==> config.mk <==
export PLATFORM = sky130hd
export DESIGN_NAME = regfile_wb_arbiter
export DESIGN_NICKNAME = d
export VERILOG_FILES = /design/src/rtl/regfile_wb_arbiter.sv
export SDC_FILE = /design/constraint.sdc
export NUM_CORES = 1
export LEC_CHECK = 0
export ABC_CLOCK_PERIOD_IN_PS = 2300
export BUFFER_PORTS_ARGS = -buffer_cell sky130_fd_sc_hd__clkbuf_2
export CAP_MARGIN = 20
export CORE_MARGIN = 8
export CORE_UTILIZATION = 48
export CTS_CLUSTER_SIZE = 25
export DETAILED_ROUTE_END_ITERATION = 10
export PLACE_DENSITY = 0.86
export SYNTH_ARGS = -nofsm -noshare
export SYNTH_HDL_FRONTEND = slang
export SYNTH_SLANG_ARGS = --single-unit
==> constraint.sdc <==
create_clock -name clk -period 2.3 [get_ports clk]
set_input_delay 0.46 -clock clk [delete_from_list [all_inputs] [get_ports clk]]
set_output_delay 0.46 -clock clk [all_outputs]
set_load 0.05 [all_outputs]
==> src/rtl/regfile_wb_arbiter.sv <==
// -----------------------------------------------------------------------------
// regfile_wb_arbiter
//
// Write-back arbiter and clear sequencer for the 32x32 register file.
// The ALU and load requesters share the single register-file write port.
// A 32-cycle clear sequence zeroes every register through the same port.
//
// Handshake: a transfer happens in a cycle where valid and ready are both
// high. Ready is combinational and is never high without its valid. A
// requester that is not granted must hold valid/addr/data stable until it is
// granted. At most one transfer is accepted per cycle.
//
// Ports:
//   clk, rst            clock (rising edge), asynchronous active-high reset
//   alu_valid/addr/data ALU write request
//   alu_ready           ALU write accepted this cycle
//   ld_valid/addr/data  load write request
//   ld_ready            load write accepted this cycle
//   clr_start           one-cycle pulse that starts the clear sequence
//   busy                high while the clear sequence runs
//   clr_done            one-cycle pulse, aligned with the address-31 write
//   reg_w/w_reg_addr/w_data  registered register-file write port
//   dbg_state           current FSM state (0 = IDLE, 1 = CLEAR)
//
// Parameter:
//   NREG   number of registers cleared; must be 32 (address width is 5)
//
// Build option:
//   REGWB_R0_PROTECT_EN  when defined, requester writes to address 0 are
//                        accepted but never issued to the register file.
//                        Clear-sequence writes to address 0 still happen.
// -----------------------------------------------------------------------------
module regfile_wb_arbiter #(
   parameter int NREG = 32
) (
   input  logic        clk,
   input  logic        rst,
   input  logic        alu_valid,
   input  logic [4:0]  alu_addr,
   input  logic [31:0] alu_data,
   output logic        alu_ready,
   input  logic        ld_valid,
   input  logic [4:0]  ld_addr,
   input  logic [31:0] ld_data,
   output logic        ld_ready,
   input  logic        clr_start,
   output logic        busy,
   output logic        clr_done,
   output logic        reg_w,
   output logic [4:0]  w_reg_addr,
   output logic [31:0] w_data,
   output logic        dbg_state
);

   typedef enum logic {
      S_IDLE  = 1'b0,
      S_CLEAR = 1'b1
   } state_t;

   // last_grant encoding
   localparam logic GRANT_ALU = 1'b0;
   localparam logic GRANT_LD  = 1'b1;

   localparam logic [4:0] LAST_ADDR = 5'(NREG - 1);

   state_t      state_q, state_d;
   logic [4:0]  cnt_q, cnt_d;
   logic        last_grant_q, last_grant_d;
   logic        reg_w_q, reg_w_d;
   logic [4:0]  addr_q, addr_d;
   logic [31:0] data_q, data_d;
   logic        clr_done_q, clr_done_d;

   logic        grant_alu, grant_ld;

   // Decides whether an accepted requester write actually reaches the
   // register file.
   function automatic logic req_write_en(input logic [4:0] addr);
`ifdef REGWB_R0_PROTECT_EN
      return (addr != 5'd0);
`else
      return 1'b1;
`endif
   endfunction

   // State and output registers
   always_ff @(posedge clk or posedge rst) begin
      if (rst) begin
         state_q      <= S_IDLE;
         cnt_q        <= 5'd0;
         last_grant_q <= GRANT_LD;   // ALU wins the first tie
         reg_w_q      <= 1'b0;
         addr_q       <= 5'd0;
         data_q       <= 32'd0;
         clr_done_q   <= 1'b0;
      end else begin
         state_q      <= state_d;
         cnt_q        <= cnt_d;
         last_grant_q <= last_grant_d;
         reg_w_q      <= reg_w_d;
         addr_q       <= addr_d;
         data_q       <= data_d;
         clr_done_q   <= clr_done_d;
      end
   end

   // Next-state, grant and write-port logic
   always_comb begin
      state_d      = state_q;
      cnt_d        = cnt_q;
      last_grant_d = last_grant_q;
      reg_w_d      = 1'b0;
      addr_d       = addr_q;     // address/data hold when nothing is written
      data_d       = data_q;
      clr_done_d   = 1'b0;
      grant_alu    = 1'b0;
      grant_ld     = 1'b0;

      case (state_q)
         S_IDLE: begin
            if (clr_start) begin
               // Clear request pre-empts both requesters this cycle.
               state_d = S_CLEAR;
               cnt_d   = 5'd0;
            end else begin
               // Round robin: on a tie the requester not granted last wins.
               grant_alu = alu_valid && (!ld_valid || (last_grant_q == GRANT_LD));
               grant_ld  = ld_valid && !grant_alu;

               if (grant_alu) begin
                  reg_w_d      = req_write_en(alu_addr);
                  addr_d       = alu_addr;
                  data_d       = alu_data;
                  last_grant_d = GRANT_ALU;
               end else if (grant_ld) begin
                  reg_w_d      = req_write_en(ld_addr);
                  addr_d       = ld_addr;
                  data_d       = ld_data;
                  last_grant_d = GRANT_LD;
               end
            end
         end

         S_CLEAR: begin
            // clr_start is ignored here; requesters stay blocked.
            reg_w_d = 1'b1;
            addr_d  = cnt_q;
            data_d  = 32'd0;
            if (cnt_q == LAST_ADDR) begin
               // cnt parks at the last address rather than wrapping.
               state_d    = S_IDLE;
               clr_done_d = 1'b1;
            end else begin
               cnt_d = cnt_q + 5'd1;
            end
         end

         default: begin
            state_d = S_IDLE;
         end
      endcase
   end

   assign alu_ready  = grant_alu;
   assign ld_ready   = grant_ld;
   assign busy       = (state_q == S_CLEAR);
   assign clr_done   = clr_done_q;
   assign reg_w      = reg_w_q;
   assign w_reg_addr = addr_q;
   assign w_data     = data_q;
   assign dbg_state  = state_q;

endmodule

# Word-level counts from Yosys, hierarchy flattened
# Index checks and enable logic that the tools add are counted.
[totals]
ff_bits = 46
input_bits = 79
output_inout_bits = 43
[op_classes]
add_sub_neg = 1
n_eq_ne = 5
muxes = 26
n_bitwise = 2
n_reduce_logical = 9
[ops]
columns = ["op", "count"]
rows = [
  ["32-bit two-way mux", 3],
  ["32-bit case mux with 2 select lines", 1],
  ["5-bit two-way mux", 5],
  ["5-bit case mux with 2 select lines", 2],
  ["1-bit two-way mux", 13],
  ["2-bit inequality test, second input constant", 3],
  ["5-bit by 1-bit adder with 5-bit output, second input constant", 1],
  ["5-bit equality test, second input constant", 1],
  ["1-bit case mux with 2 select lines", 2],
  ["2-bit AND reduction", 2],
  ["3-bit inequality test, second input constant", 1],
  ["3-bit AND reduction", 1],
  ["1-bit logical AND", 2],
  ["1-bit zero test", 2],
  ["1-bit NOT", 2],
  ["2-bit nonzero test", 1],
  ["1-bit logical OR", 1],
]

# Logic depth before layout (Yosys ltp)
[depth]
depth_word = 9
ltp_mapped = 6

# Worst setup path after synthesis
# Ideal clock, no wire load.
[synth_path]
kind = "register to output"
from = "reg state_q (netlist: busy)"
to = "out alu_ready"
arrival_time_ps = 1727
required_time_ps = 1840
setup_slack_ps = 113
stages_incl_launch_ff = 5
path_buffers = 1
path_cell_list = "dfrtp_1 buf_2 nor2_4 inv_1 nor2_1"
[synth_between]
elab_chain_cells = 1
[synth_rtl]
columns = ["item", "line_no", "rtl"]
rows = [
  ["start: declaration", "66", "state_t state_q, state_d;"],
  ["start signal: assignment", "97", "state_q <= state_d;"],
  ["1-bit two-way mux", "119", "case (state_q)"],
  ["end: declaration", "41", "output logic alu_ready,"],
]
# No other way between the ends.

# Worst setup path after layout
# Ends and elaborated chain as after synthesis.

==> flow_summary.yaml <==
sta:
  worst_slew_pin_slew_ns: 0.6124
  hold_viol: 0
  rsz0062_at_grt: "no"
  fin_crit_ns: 1.915
  fmax_mhz: 522.2
  report.final.slew_viol_count: 0
  setup_violations: 0
  slew_headroom_pct: 59.17
  fin_crit_sh_pct: 83.26
  tns_ns: 0
  fin_skew_ns: 0.004048
global_route:
  grt_max_degree: 22
  grtUsageTotal_pct: 16.69
  antenna_found_initial: 0
  grt_pass1_wl_um: 9791
  grt_pass1_vias: 2198
  grt-ovfl-total: 0
synthesis:
  ys_types: 28
  synth-seq-area-share_pct: 52.15
  synthesis.area_mm2: 0.002210
  synth_top_area_cell: "dfrtp_1"
  ys_ff_latch: 46
  synth_ff_type: "dfrtp_1"
  yosysTopAreaCellShare_pct: 50.96
  synthesis.nets: 294
  netlist_instances: 213
  synth_edf_count: 0
  synthTopCellsByArea: "dfrtp_1, mux2i_1, o21ai_0"
  synth_common_cells: "dfrtp_1, nand2_1, mux2i_1"
  synthArstFlopShare_pct: 100.0
  syn_avg_cell_area_um2: 10.37
  yosysWarnings: 0
layout:
  final_nets: 416
  final_core_util_pct: 67.29
  drive_gt1_share_pct: 42.56
  diodes: 0
  area_growth_pct: 33.52
cts:
  cts_tree: "built"
  cts_buffers: 5
  clk_latency_ns: 0.29
  ctsHoldBuffers: 0
  cts-htree-levels: 2
  clk_pin_slew_ns: 0.08
  clock_sinks: 46
  cts_resized: 0
  post-cts-setup-buffers: 0
  cts-root-buf: "clkbuf_8"
  clockBufferDepth: 2
drt:
  drt_wl_total_um: 5874
  dr.pass1.iters: 4
  drc: 0
  num_vias: 1988
  drtAntennaViolNets: 0
  drt_iter0_drc: 78
  wl_per_cell_um: 15.14
  drt-vias-per-instance: 5.124
setup_path:
  worstSetupPathType: "flip-flop to output pin"
  critical_path_arrival_ns: 1.45
  rrSetupSlack_ns: 0.57
  cp.required_ns: 1.84
  end_kind: "output pin"
  critPathLaunchType: "flip-flop"
  critical_path_peak_fanout: 9
  ff2ff_path_depth: 6
floorplan:
  die_x_um: 83.85
  die-area_mm2: 0.007031
  ios: 122
  initial_core_util_pct: 50.40
  die_h_um: 83.85
  core_region_area_mm2: 0.004384
  placementRows: 24
hold_path:
  min_path_type: "input pin to async pin"
place:
  portBuffers: 121
  hpwlAfterDp_um: 4817
  place.gp.congestion: 0.8134
flow_run:
  cap_violations: 0
pwr:
  p_leak_nw: 1.685
  total_power_mw: 2.516
  powerDensity_mw_per_mm2: 852.8
  peakVddDrop_mv: 0.6665
status:
  status: "completed"
## layer usage
metal / vias to the layer above / part of all wire, % / GRT usage [%]
met5: - / 0 / 0
met4: 0 / 2.3 / 6.436
met3: 13 / 7.3 / 6.055
met2: 79 / 51 / 29.61
met1: 914 / 39 / 17.41
li1: 982 / - / -
## report_power, final
group | internal [mW] | leakage [nW] | switching [mW] | total, mW
logic | 0.335 | 1.03 | 0.633 | 0.968
clock network | 0.242 | 0.0482 | 0.250 | 0.493
registers | 0.948 | 0.608 | 0.107 | 1.05
total | 1.53 | 1.68 | 0.990 | 2.52
## registers in the layout, summed over array words and instances (netlist names)
signal	count
w_data	32
cnt_q	5
w_reg_addr	5
busy	1
clr_done	1
last_grant_q	1
reg_w	1
## worst max-delay path, stage by stage, from the launching register on
cell	delay, ns
dfrtp_1	0.43
nor2_4	0.23
inv_1	0.11
nor2_1	0.12
clkbuf_2	0.29
## through the flow
stage               std cells  hold slack, ns  setup WS (ns)  cell area (µm²)
global placement          380          0.3830         0.5655             2859
floorplan                 213          0.4697         0.1130             2210
global route              388         0.08893         0.2821             2950
CTS                       388         0.06680         0.3931             2950
detailed placement        380          0.3869         0.5490             2859
finish                    388         0.07223         0.3851             2950
## cells in the final DEF, fill, tap and decap left out, types with 2 or more instances in the layout
cell        n
clkbuf_2  120
o221ai_1    4
nand2_1    45
mux2i_1    36
inv_1       5
a22o_1      2
clkbuf_8    6
nor2_1      4
and3_1      2
a31oi_1     2
o21ai_0    34
ha_1        2
a21oi_1     4
buf_4       8
dfrtp_1    45
## worst paths after layout
check	startpoint	to
max in group asynchronous	rst	last_grant_q
min in group clk	alu_valid	last_grant_q
setup reg to reg	cnt_q[0]	cnt_q[3]
hold / removal	rst	w_data[24]
hold reg to reg	w_data[7]	w_data[7]
setup / recovery	busy	alu_ready
## area by class of cell
class,count,area (µm²)
clock buffer,7,86.33
multi-input combinational,147,938.4
tap,52,65.06
clock inverter,1,5.005
timing repair buffer,129,680.7
inverter,6,22.52
sequential,46,1152
fill,366,1434
## kinds of logic after synthesis
kind of cell | share of synthesized area (%)
flops | 52.15
simple gates | 10.87
compound gates | 13.53
mux | 16.82
fa+ha+maj | 1.132
buf+inv | 5.492
(Power assumes the default switching activity.)
